===== config.mk =====
export PLATFORM = sky130hd
export DESIGN_NAME = button_conditioner
export DESIGN_NICKNAME = d
export VERILOG_FILES = /design/src/rtl/button_conditioner.sv
export SDC_FILE = /design/constraint.sdc
export NUM_CORES = 1
export LEC_CHECK = 0
export CAP_MARGIN = 20
export CORE_MARGIN = 1.5
export CORE_UTILIZATION = 60
export CTS_CLUSTER_SIZE = 14
export DETAILED_ROUTE_END_ITERATION = 7
export PLACE_DENSITY = 0.84
export SKIP_CTS_REPAIR_TIMING = 1
export SYNTH_ARGS = -nofsm -noshare
export SYNTH_HDL_FRONTEND = slang
export SYNTH_SLANG_ARGS = --single-unit

===== constraint.sdc =====
create_clock -name clk -period 3.74 [get_ports clk]
set_input_delay 0.748 -clock clk [delete_from_list [all_inputs] [get_ports clk]]
set_output_delay 0.748 -clock clk [all_outputs]
set_load 0.03 [all_outputs]

===== src/rtl/button_conditioner.sv =====
// Push-button front end: per channel a two-flop synchroniser, a debouncer and
// registered press/release pulses, plus optional auto-repeat paced by an external tick.
module button_conditioner #(
  parameter int                 NUM_BTN         = 3,
  parameter bit                 ACTIVE_LOW      = 1'b0,
  parameter int                 DEBOUNCE_CYCLES = 4,
  parameter logic [NUM_BTN-1:0] REPEAT_MASK     = 3'b011,
  parameter int                 REPEAT_DELAY    = 3,
  parameter int                 REPEAT_PERIOD   = 2
) (
  input  logic               clk,
  input  logic               rst_n,
  input  logic               en,
  input  logic               tick,
  input  logic [NUM_BTN-1:0] btn_raw,
  output logic [NUM_BTN-1:0] btn_level,
  output logic [NUM_BTN-1:0] btn_press,
  output logic [NUM_BTN-1:0] btn_release
);

  localparam int DW   = (DEBOUNCE_CYCLES > 1) ? $clog2(DEBOUNCE_CYCLES) : 1;
  localparam int RMAX = (REPEAT_DELAY > REPEAT_PERIOD) ? REPEAT_DELAY : REPEAT_PERIOD;
  localparam int RW   = $clog2(RMAX + 1);

  localparam logic [DW-1:0] DB_LAST = DW'(DEBOUNCE_CYCLES - 1);
  localparam logic [RW-1:0] R_DLY   = RW'(REPEAT_DELAY);
  localparam logic [RW-1:0] R_PER   = RW'(REPEAT_PERIOD);

  typedef enum logic [1:0] {
    ST_IDLE   = 2'd0,
    ST_DELAY  = 2'd1,
    ST_REPEAT = 2'd2
  } rep_st_e;

  for (genvar g = 0; g < NUM_BTN; g++) begin : g_lane
    logic          s1_q, s2_q, n;
    logic          level_q, level_d;
    logic          press_q, press_d;
    logic          release_q, release_d;
    logic [DW-1:0] cnt_q, cnt_d;
    logic          acc_rise, acc_fall, rep_fire;
    rep_st_e       st_q, st_d;
    logic [RW-1:0] rcnt_q, rcnt_d, rcnt_inc;

    always_ff @(posedge clk) begin
      if (!rst_n) begin
        s1_q      <= 1'b0;
        s2_q      <= 1'b0;
        cnt_q     <= '0;
        level_q   <= 1'b0;
        press_q   <= 1'b0;
        release_q <= 1'b0;
        st_q      <= ST_IDLE;
        rcnt_q    <= '0;
      end else begin
        s1_q      <= btn_raw[g];
        s2_q      <= s1_q;
        cnt_q     <= cnt_d;
        level_q   <= level_d;
        press_q   <= press_d;
        release_q <= release_d;
        st_q      <= st_d;
        rcnt_q    <= rcnt_d;
      end
    end

    // Debounce: the new level must persist DEBOUNCE_CYCLES enabled cycles in a row.
    always_comb begin
      n       = s2_q ^ ACTIVE_LOW;
      cnt_d   = cnt_q;
      level_d = level_q;
      if (en) begin
        if (n == level_q) begin
          cnt_d = '0;
        end else if (cnt_q == DB_LAST) begin
          level_d = n;
          cnt_d   = '0;
        end else begin
          cnt_d = cnt_q + 1'b1;
        end
      end
    end

    assign acc_rise = en &  level_d & ~level_q;
    assign acc_fall = en & ~level_d &  level_q;
    assign rcnt_inc = rcnt_q + 1'b1;

    // Repeat FSM next state; an accepted release wins over a coincident tick.
    always_comb begin
      st_d   = st_q;
      rcnt_d = rcnt_q;
      if (!REPEAT_MASK[g]) begin
        st_d   = ST_IDLE;
        rcnt_d = '0;
      end else if (en) begin
        if (!level_d) begin
          st_d   = ST_IDLE;
          rcnt_d = '0;
        end else begin
          case (st_q)
            ST_IDLE: begin
              if (acc_rise) begin
                st_d   = ST_DELAY;
                rcnt_d = '0;
              end
            end
            ST_DELAY: begin
              if (tick) begin
                if (rcnt_inc == R_DLY) begin
                  st_d   = ST_REPEAT;
                  rcnt_d = '0;
                end else begin
                  rcnt_d = rcnt_inc;
                end
              end
            end
            ST_REPEAT: begin
              if (tick) rcnt_d = (rcnt_inc == R_PER) ? '0 : rcnt_inc;
            end
            default: begin
              st_d   = ST_IDLE;
              rcnt_d = '0;
            end
          endcase
        end
      end
    end

    always_comb begin
      rep_fire = 1'b0;
      if (REPEAT_MASK[g] && en && tick && level_d) begin
        rep_fire = ((st_q == ST_DELAY)  && (rcnt_inc == R_DLY)) ||
                   ((st_q == ST_REPEAT) && (rcnt_inc == R_PER));
      end
      press_d   = acc_rise | rep_fire;
      release_d = acc_fall;
    end

    assign btn_level[g]   = level_q;
    assign btn_press[g]   = press_q;
    assign btn_release[g] = release_q;
  end

endmodule


==> run_results.csv <==
group,metric,value,unit
status,status,"finished, final reports clean",
floorplan,dieArea,0.00288,mm^2
critical_path,crit_fanout,27,
critical_path,end_kind,"flip-flop",
flow_run,cap_violations,0,
critical_path,critPathLaunch,"en",
sta,rsz0062_at_grt,"no",
place,place_area,0.00164,mm^2
clocking,cts.sinks,29,
critical_path,worst_ep_arrival_time,2.87,ns
grt,first_global_vias,1119,
cells_and_area,fin_area,0.00171,mm^2
grt,grt_pass1_wl,4620,um
cells_and_area,syn2layout_area_growth,10.7,%
grt,met2_usage,39.2,%
detailed_routing,route.vias.total,1232,
synthesis,synth_top_flop_cell,"dfxtp_1",
detailed_routing,drt_iter0_drc,24,
clocking,cts_max_level,2,
cells_and_area,final_layout_size_suffix_gt1_share,6.59,%
power_and_ir_drop,clock_power_share,41.6,%
power_and_ir_drop,share_seq_of_total_power,53.6,%
sta,fin_crit_sh,69.8,%
critical_path,worstRegToRegCells,5,
hold_path,hold_path_class,"flip-flop to flip-flop",
grt,grt_util_met1,24.5,%
clocking,tritoncts,"done",
synthesis,synth-async-reset-ratio,0,%
clocking,clk_latency,0.33,ns
cells_and_area,diodes,0,
synthesis,syn-cell-area,0.00154,mm^2
detailed_routing,via_per_inst,5.81,
detailed_routing,first_pass_iters,5,
critical_path,startpoint_type,"primary input",
synthesis,yosysSeqAreaShare,37.6,%
sta,hold_viol,0,
power_and_ir_drop,powerDensity,344,mW/mm^2
synthesis,synth_area_per_cell,8.87,um^2
grt,track_usage,22.3,%
floorplan,design.core.area,0.00245,mm^2
sta,skew,0.00635,ns
place,io_buffers,15,
cells_and_area,fin_util,69.6,%
place,gp_congestion,0.791,
grt,overflow,0,
sta,maxSlewViolCount,0,
power_and_ir_drop,p_int,462,uW
sta,setup_viol,0,
sta,fin_setup_tns,0,ns
synthesis,synthCells,174,
clocking,clk_pin_slew_worst_paths,0.09,ns
synthesis,ys_ff_latch,29,
grt,top_usage_layer,"met2",
critical_path,reg2reg_to,"g_lane[1].st_q[0]",
sta,fmax,383,MHz
cells_and_area,final_nets,199,
floorplan,die_h,53.7,um
power_and_ir_drop,p_comb_share,4.8,%
floorplan,initial_core_util,62.8,%
cells_and_area,layout_commonest_cell,"dfxtp_1",
hold_path,hold_start,"g_lane[2].s1_q",
synthesis,synth_edf_count,0,
floorplan,rows,18,
place,dp_hpwl,1990,um
grt,grtUsageMet3,6.39,%
power_and_ir_drop,power.switching,126,uW
sta,period_needed,2.61,ns
power_and_ir_drop,ir_worst_vdd,0.324,mV
sta,slew_headroom,48.4,%
sta,tightest_slew,0.772,ns
critical_path,reg2reg_from,"g_lane[1].cnt_q[0]",
hold_path,hold_depth,1,
detailed_routing,drt_wl_total,2770,um
critical_path,r2r_setup_slack,1.94,ns
power_and_ir_drop,p_leak,0.633,nW
clocking,numCtsBuffers,5,
clocking,clock_path_buffers,2,
cells_and_area,final_cell_mix,"29 x dfxtp_1, 19 x nand2_1, 15 x clkdlybuf4s50_1",
power_and_ir_drop,swShare,21.4,%
grt,grt_max_degree,28,
critical_path,worstPathRequired,4.00,ns
floorplan,boundaryPins,16,
grt,antenna_found_initial,0,
floorplan,fp.dieW,53.7,um
detailed_routing,route.detailed.drc,0,
hold_path,hold_end,"g_lane[2].n",
place,dp_slack,0.798,ns
synthesis,yosysWarnings,0,
sta,worst_slack,1.13,ns
detailed_routing,ant_nets,0,
synthesis,synth.net_count,191,
critical_path,worstSetupPathType,"primary input to flip-flop",
detailed_routing,drt-wirelength-per-cell,13.1,um
clocking,clock-root-buffer,"clkbuf_4",
synthesis,yosys.cell_types.count,40,
-- kinds of logic (layout without fill, tap and decap cells) --
kind of cell | Yosys count | after routing | share of synthesized area (%)
AND/OR/NAND/NOR | 70 | 70 | 25.1
AO/OA/AOI/OAI | 38 | 38 | 17.4
XOR/XNOR | 3 | 3 | 1.70
adder cells (fa/ha/maj) | 10 | 10 | 8.11
flip-flops | 29 | 29 | 37.6
multiplexers | 3 | 3 | 1.95
buffers and inverters | 21 | 29 | 8.11
-- worst max-delay path, stage by stage --
cell             delay [ns]
clkdlybuf4s50_1        0.82
a21boi_0               0.51
a31oi_1                0.16
or3_1                  0.44
o22ai_1                0.18
-- per-stage QoR --
stage	total power [mW]	hold WS, ns	cells
final	0.588	0.442	212
after global routing	0.610	0.468	212
after CTS	0.590	0.444	212
after detailed placement	0.350	0.424	205
after global placement	0.348	0.415	205
after floorplan	0.340	0.412	174
-- layer usage --
layer	up-vias	wire length, um	share of wire, %
met2	41	1370	49
li1	610	-	-
met3	4	162	5.8
met1	577	1210	43
met5	-	0	0
met4	0	35	1.3
-- cells in the mapped netlist, types with 3 or more instances --
cell type | number | share of area, %
dfxtp_1 | 29 | 38
nand2_1 | 19 | 4.6
buf_4 | 10 | 4.9
ha_1 | 10 | 8.1
nand3_1 | 10 | 3.2
a21boi_0 | 9 | 4.4
and2_1 | 9 | 3.6
a21oi_1 | 7 | 2.3
inv_1 | 6 | 1.5
nand2b_1 | 6 | 2.4
nor2b_1 | 6 | 2.4
nand3b_1 | 4 | 1.9
nor2_1 | 4 | 0.97
o22ai_1 | 4 | 1.6
o2bb2ai_1 | 4 | 2.3
clkbuf_1 | 3 | 0.73
mux2i_1 | 3 | 1.9
xor2_1 | 3 | 1.7
-- flip-flops by register name, indices dropped and copies added, names as in the netlist --
signal            cells
g_lane.release_q      3
g_lane.s1_q           3
g_lane.level_q        3
g_lane.press_q        3
g_lane.cnt_q          6
g_lane.rcnt_q         4
g_lane.n              3
g_lane.st_q           4
-- area by class of cell --
| cell class | instances | area (um^2) |
|---|---|---|
| clock buffer | 5 | 37.5 |
| clock inverter | 2 | 35.0 |
| fill | 197 | 747 |
| inverter | 6 | 22.5 |
| multi-input combinational | 124 | 837 |
| sequential | 29 | 581 |
| tap | 30 | 37.5 |
| timing repair buffer | 16 | 158 |
-- how the worst max path moves through the flow --
stage                              to  depth (start not counted)
floorplan           g_lane[0].st_q[0]                          5
global placement    g_lane[0].st_q[1]                          5
detailed placement  g_lane[1].st_q[0]                          5
CTS                 g_lane[1].st_q[0]                          5
global route        g_lane[1].st_q[1]                          5
finish              g_lane[1].st_q[0]                          5
-- power groups by stage --
stage               clock network, mW  registers (mW)  logic (mW)
floorplan                           0           0.321      0.0190
global placement                    0           0.322      0.0264
detailed placement                  0           0.322      0.0280
CTS                             0.247           0.315      0.0280
global route                    0.263           0.316      0.0309
finish                          0.245           0.315      0.0282
Note: power is estimated with default switching activity, not from simulation.
